File: src/rtl/servo_pwm_multi.sv
// Multi-channel servo PWM generator: 1 us timebase, shared frame counter,
// per-channel pulse widths double-buffered and swapped at frame boundaries.
module servo_pwm_multi #(
    parameter int N_CH       = 4,
    parameter int TICK_DIV   = 50,
    parameter int PERIOD_US  = 20000,
    parameter int MIN_US     = 500,
    parameter int MAX_US     = 2500,
    parameter int W          = 12,
    parameter int LED_FRAMES = 25
) (
    input  logic                                      clk,
    input  logic                                      reset,
    input  logic                                      enable,
    input  logic                                      wr_en,
    input  logic [$clog2(N_CH > 1 ? N_CH : 2)-1:0]   ch_sel,
    input  logic [W-1:0]                              pulse_us,
    output logic [N_CH-1:0]                           pwm,
    output logic                                      frame_start,
    output logic                                      led
);

    localparam int CW   = $clog2(N_CH > 1 ? N_CH : 2);
    localparam int PW   = (TICK_DIV > 1) ? $clog2(TICK_DIV) : 1;
    localparam int UW   = $clog2(PERIOD_US);
    localparam int LW   = (LED_FRAMES > 1) ? $clog2(LED_FRAMES) : 1;
    localparam int CMPW = (UW > W) ? UW : W;

    generate
        if (PERIOD_US <= MAX_US) begin : g_bad_period
            $error("servo_pwm_multi: PERIOD_US must be greater than MAX_US");
        end
    endgenerate

    logic [PW-1:0] presc;
    logic [UW-1:0] us_cnt;
    logic [LW-1:0] led_cnt;
    logic [W-1:0]  shadow [N_CH];
    logic [W-1:0]  active [N_CH];
    logic [W-1:0]  wr_val;
    logic          tick;
    logic          boundary;

    assign tick     = (presc == PW'(TICK_DIV - 1));
    assign boundary = tick && (us_cnt == UW'(PERIOD_US - 1));

    // Nonzero requests are clamped into the servo's safe range; zero means off.
    always_comb begin
        wr_val = pulse_us;
        if (pulse_us == '0) begin
            wr_val = '0;
        end else if (pulse_us < W'(MIN_US)) begin
            wr_val = W'(MIN_US);
        end else if (pulse_us > W'(MAX_US)) begin
            wr_val = W'(MAX_US);
        end
    end

    always_ff @(posedge clk or posedge reset) begin
        if (reset) begin
            presc       <= '0;
            us_cnt      <= '0;
            led_cnt     <= '0;
            led         <= 1'b0;
            frame_start <= 1'b0;
        end else if (!enable) begin
            presc       <= '0;
            us_cnt      <= '0;
            led_cnt     <= '0;
            frame_start <= 1'b0;
        end else begin
            presc       <= tick ? '0 : presc + PW'(1);
            frame_start <= boundary;
            if (tick) begin
                us_cnt <= boundary ? '0 : us_cnt + UW'(1);
            end
            if (boundary) begin
                if (led_cnt == LW'(LED_FRAMES - 1)) begin
                    led_cnt <= '0;
                    led     <= ~led;
                end else begin
                    led_cnt <= led_cnt + LW'(1);
                end
            end
        end
    end

    // While stopped the active set tracks shadow so new widths apply at once.
    always_ff @(posedge clk or posedge reset) begin
        if (reset) begin
            for (int i = 0; i < N_CH; i++) begin
                shadow[i] <= '0;
                active[i] <= '0;
            end
            pwm <= '0;
        end else begin
            if (wr_en && (int'(ch_sel) < N_CH)) begin
                shadow[ch_sel] <= wr_val;
            end
            for (int i = 0; i < N_CH; i++) begin
                if (!enable || boundary) begin
                    active[i] <= shadow[i];
                end
                pwm[i] <= enable && (CMPW'(us_cnt) < CMPW'(active[i]));
            end
        end
    end

endmodule

File: config.mk
export PLATFORM = sky130hd
export DESIGN_NAME = servo_pwm_multi
export DESIGN_NICKNAME = d
export VERILOG_FILES = /design/src/rtl/servo_pwm_multi.sv
export SDC_FILE = /design/constraint.sdc
export NUM_CORES = 1
export LEC_CHECK = 0
export CAP_MARGIN = 20
export CORE_MARGIN = 2
export CORE_UTILIZATION = 30
export CTS_BUF_LIST = sky130_fd_sc_hd__clkbuf_4 sky130_fd_sc_hd__clkbuf_8
export DETAILED_ROUTE_END_ITERATION = 16
export PLACE_DENSITY = 0.59
export SKIP_CTS_REPAIR_TIMING = 1
export SYNTH_ARGS = -nofsm -noshare
export SYNTH_HDL_FRONTEND = slang
export SYNTH_SLANG_ARGS = --single-unit
export TNS_END_PERCENT = 30
File: constraint.sdc
create_clock -name clk -period 4 [get_ports clk]
set_clock_uncertainty 0.2 [all_clocks]
set_input_delay 0.6 -clock clk [delete_from_list [all_inputs] [get_ports clk]]
set_output_delay 0.6 -clock clk [all_outputs]
set_load 0.02 [all_outputs]
### After elaboration in Yosys (flattened, before gate mapping)

Cells that the tools add are included.

* input bits: 18
* output and inout port bits: 6
* logic and storage cells: 57
* register bits: 128

* $add $sub $neg: 3
* mux-type cells: 15
* magnitude comparators: 8
* bitwise gates (word level): 2
* reduce and logical (&&, ||, !) cells: 10
* eq/ne operators: 5

Operators by type and width (number)
* < comparator 15 x 12 -> 1 bit: 4
* bitwise mux 48 bit: 1
* 2-to-1 mux 12 bit: 4
* 2-to-1 mux 15 bit: 3
* demux 12 bit (select 2 bit): 1
* adder 15 x 1 -> 15 bit (second input constant): 1
* equality test 15 bit (second input constant): 1
* 2-to-1 mux 5 bit: 3
* greater-than comparator 12 bit (second input constant): 1
* zero test 12 bit: 1
* < comparator 12 x 9 -> 1 bit (second input constant): 1
* 2-to-1 mux 6 bit: 2
* adder 6 x 1 -> 6 bit (second input constant): 1
* equality test 6 bit (second input constant): 1
* logical AND 1 bit: 6
* adder 5 x 1 -> 5 bit (second input constant): 1
* equality test 5 bit (second input constant): 1
* != test 2 x 1 -> 1 bit (second input constant): 2
* >= comparator 3 bit (second input constant): 1
* < comparator 3 x 1 -> 1 bit (second input constant): 1
* inverter 2 -> 3 bit: 1
* AND reduction 3 bit: 1
* zero test 1 bit: 1
* logical OR 1 bit: 1
* 2 further kinds: 2

### Longest topological paths before layout

* depth in word-level cells: 6
* mapped depth: 8
* mapped depth without buffers: 7

### Least setup slack after synthesis

No wires, ideal clock.

* path kind: register -> register
* start: register us_cnt[6]
* end: register active[10] in the netlist's numbering
* stages on the path, launching flop included: 6
* buffers on the path: 1
* required time: 3.675 ns
* setup slack: 1.782 ns
* arrival time: 1.893 ns
* setup time: 0.125 ns
* path through: dfrtp_1 -> or4_1 -> nor4_4 -> a21oi_4 -> buf_6 -> mux2_4

* longest elaborated chain between the ends: 3

Ends and longest elaborated chain
* from (decl): RTL line 36 `logic [UW-1:0] us_cnt;`
* from (signal assigned): RTL line 75 `us_cnt <= boundary ? '0 : us_cnt + UW'(1);`
* equality test 15 bit: RTL line 45 `assign boundary = tick && (us_cnt == UW'(PERIOD_US - 1));`
* logical AND 1 bit: RTL line 45
* logical OR 1 bit: RTL line 101 `if (!enable || boundary) begin`
* to (signal, indexed assignment): RTL line 102 `active[i] <= shadow[i];`
* to (decl): RTL line 39 `logic [W-1:0] active [N_CH];`

No other way between the ends.
A chain may end at the register's enable or synchronous reset.

### Worst setup path after layout

* start: register us_cnt[0]
* end: register active[38] in the netlist's numbering

The elaborated chain is that of the path after synthesis.

==> results.cfg <==
[outcome]
status = finished clean

[sta]
fmax_mhz = 349
rsz0062_at_grt = false
whs_ns = 0.269
fin_crit_ns = 2.86
fin_crit_sh_pct = 71.6
finalHoldViolations = 0
worstMarginPinSlew_ns = 0.965
setup-tns-final_ns = 0
setup_viol = 0
finalMaxSlewViolations = 0
max_slew_margin_pct = 35.5

[grt]
grt_use_total_pct = 12.7
grt_max_degree = 48
antenna_found_initial = 0
grt_pass1_wl_mm = 21.9
grt_pass1_vias = 4123
grt_overflow_total = 0

[pwr]
ir_worst_vdd_uv = 205
total_power_mw = 3.17
p_per_area_mw_per_mm2 = 423
p_leak_nw = 3.54

[synth]
synth_area_per_cell_um2 = 11.1
ys_top_cells_by_area = dfrtp_1 (49%), mux2_4 (10%), ha_1 (9.4%), nand2_1 (4.1%), inv_1 (2.9%)
synth-edff-count = 0
syn_area_mm2 = 0.00653
ys_types = 48
synth_most_common_cell = dfrtp_1
synth_area_leader_cell = dfrtp_1
yosysWarnings = 0
syn_nets = 654
seq_area_frac_synth_pct = 49.1
synth_top_area_share_pct = 49.1
synthCells = 587
synthFlopType = dfrtp_1
async_reset_ff_share_pct = 100
synth_common_cells = dfrtp_1 (128), nand2_1 (72), inv_1 (51)
synth_seq_cells = 128

[placement]
port_buffers = 23
placed_area_mm2 = 0.00708
hpwlAfterDp_mm = 9.49
routabilityCongestion = 0.736

[worst_setup_path]
path_class = reg -> reg
critical_path.cell_chain = ha_1 -> nand4_1 -> nor4_2 -> a21oi_4 -> buf_12 -> mux2_4
critPathTopFamily = compound AO/OA/AOI/OAI gates
critPathSlowestCell = a21oi_4
path_buf_inv = 1
crit_path_max_fanout = 32
required_ns = 4.14
cpPeakStageDelay_ns = 0.79
cp.arrival_ns = 3.00
startpoint_type = flip-flop
worstSetupEndpointType = flip-flop

[cts]
htreeDepth = 4
cts.sinks = 128
clkTransAtPathRegs_ns = 0.07
cts_buffer_depth = 2
cts_tree = yes
clk_latency_ns = 0.45
cts_root_buffer = clkbuf_8
cts_made_buffers = 17

[routing]
drtIter0Drc = 252
drtAntennaViolNets = 0
wl_per_cell_um = 14.7
drcViolationCount = 0
via_count = 4209
drt_wl_total_mm = 13.3
dr.pass1.iters = 4
vias_per_cell = 4.65

[finish]
layout-drive-gt1-share_pct = 16.2
n_fill_cell = 2144
area_delta_synth_final_pct = 14.6
fin_area_mm2 = 0.00748
nets = 684
diodes = 0

[run]
maxCapViolations = 0

[die]
coreArea_mm2 = 0.0212
die_y_um = 152
dieArea_mm2 = 0.0230
die_w_um = 152
initial_core_util_pct = 30.8
rows = 53
ios = 24

[worst_hold_path]
hold_path_class = reg -> reg
cell type report:
class	count	area, um^2	share of cell area [%]
Clock buffer	18	248	3.31
Clock inverter	14	159	2.12
Inverter	51	195	2.61
Multi-Input combinational cell	392	3040	40.6
Sequential cell	128	3200	42.8
Tap cell	275	344	4.60
Timing Repair Buffer	27	298	3.98
cells by family after synthesis:
group / synth area share [%]
buffers and inverters: 4.46
AO/OA/AOI/OAI: 11.1
flip-flops: 49.1
adder cells (fa/ha/maj): 9.39
XOR/XNOR: 2.55
AND/OR/NAND/NOR: 12.6
multiplexers: 10.9
state kept, by name (all words and copies together), names as in the netlist:
signal / cells
active: 48
shadow: 48
us_cnt: 15
presc: 6
led_cnt: 5
pwm: 4
frame_start: 1
led: 1
routing by layer:
metal  part of all wire [%]  up-vias  track usage (%)  wire [um]
li1                       -     2141                -          -
met4                   0.91        0             3.75        121
met2                     41       68             18.1       5470
met1                     54     1990             18.7       7160
met3                    3.9       10             3.35        519
met5                      0        -                0          0
final timing paths:
| kind | start | to | slack (ns) | depth (start not counted) |
|---|---|---|---|---|
| min reg2reg | led | led | 0.27 | 1 |
| max in group asynchronous | reset | active[21] | 2.41 | 3 |
| max reg2reg | us_cnt[0] | active[38] | 1.14 | 6 |
| min | led | led | 0.27 | 1 |
| max | us_cnt[0] | active[38] | 1.14 | 6 |
| min in group asynchronous | reset | shadow[27] | 0.47 | 2 |
cell usage in the layout, fill, tap and decap left out, drive strengths merged, types with 2 or more instances in the layout:
cell type,instances
a2111oi,4
a21o,4
a21oi,19
a22o,12
a22oi,2
a41o,4
and3,4
buf,4
bufinv,2
clkbuf,18
clkdlybuf4s50,23
clkinv,8
clkinvlp,2
dfrtp,128
ha,49
inv,53
mux2,48
nand2,72
nand2b,2
nand3,24
nand4,5
nor2,41
nor2b,4
nor3,5
nor3b,2
nor4,8
o21ai,30
o221a,12
o31a,5
or3b,2
or4,2
xnor2,10
xor2,9
worst reg2reg max path, stage by stage, from the launching register on:
cell	delay, ns
dfrtp_1	0.51
ha_1	0.29
nand4_1	0.16
nor4_2	0.11
a21oi_4	0.79
buf_12	0.35
mux2_4	0.35
metrics by stage:
stage	worst slack (ns)	cells	util (%)
floorplan	1.62	587	-
global placement	0.938	873	33.3
detailed placement	0.897	873	33.3
CTS	1.10	905	35.3
global route	0.977	905	35.3
finish	1.14	905	35.3
report_power, final:
group          leakage (nW)  internal [mW]  switching (mW)
Clock                 0.205          0.580           0.551
Sequential             1.61           1.46           0.107
Combinational          1.73          0.257           0.213
Total                  3.54           2.29           0.871
(Power assumes the default switching activity.)
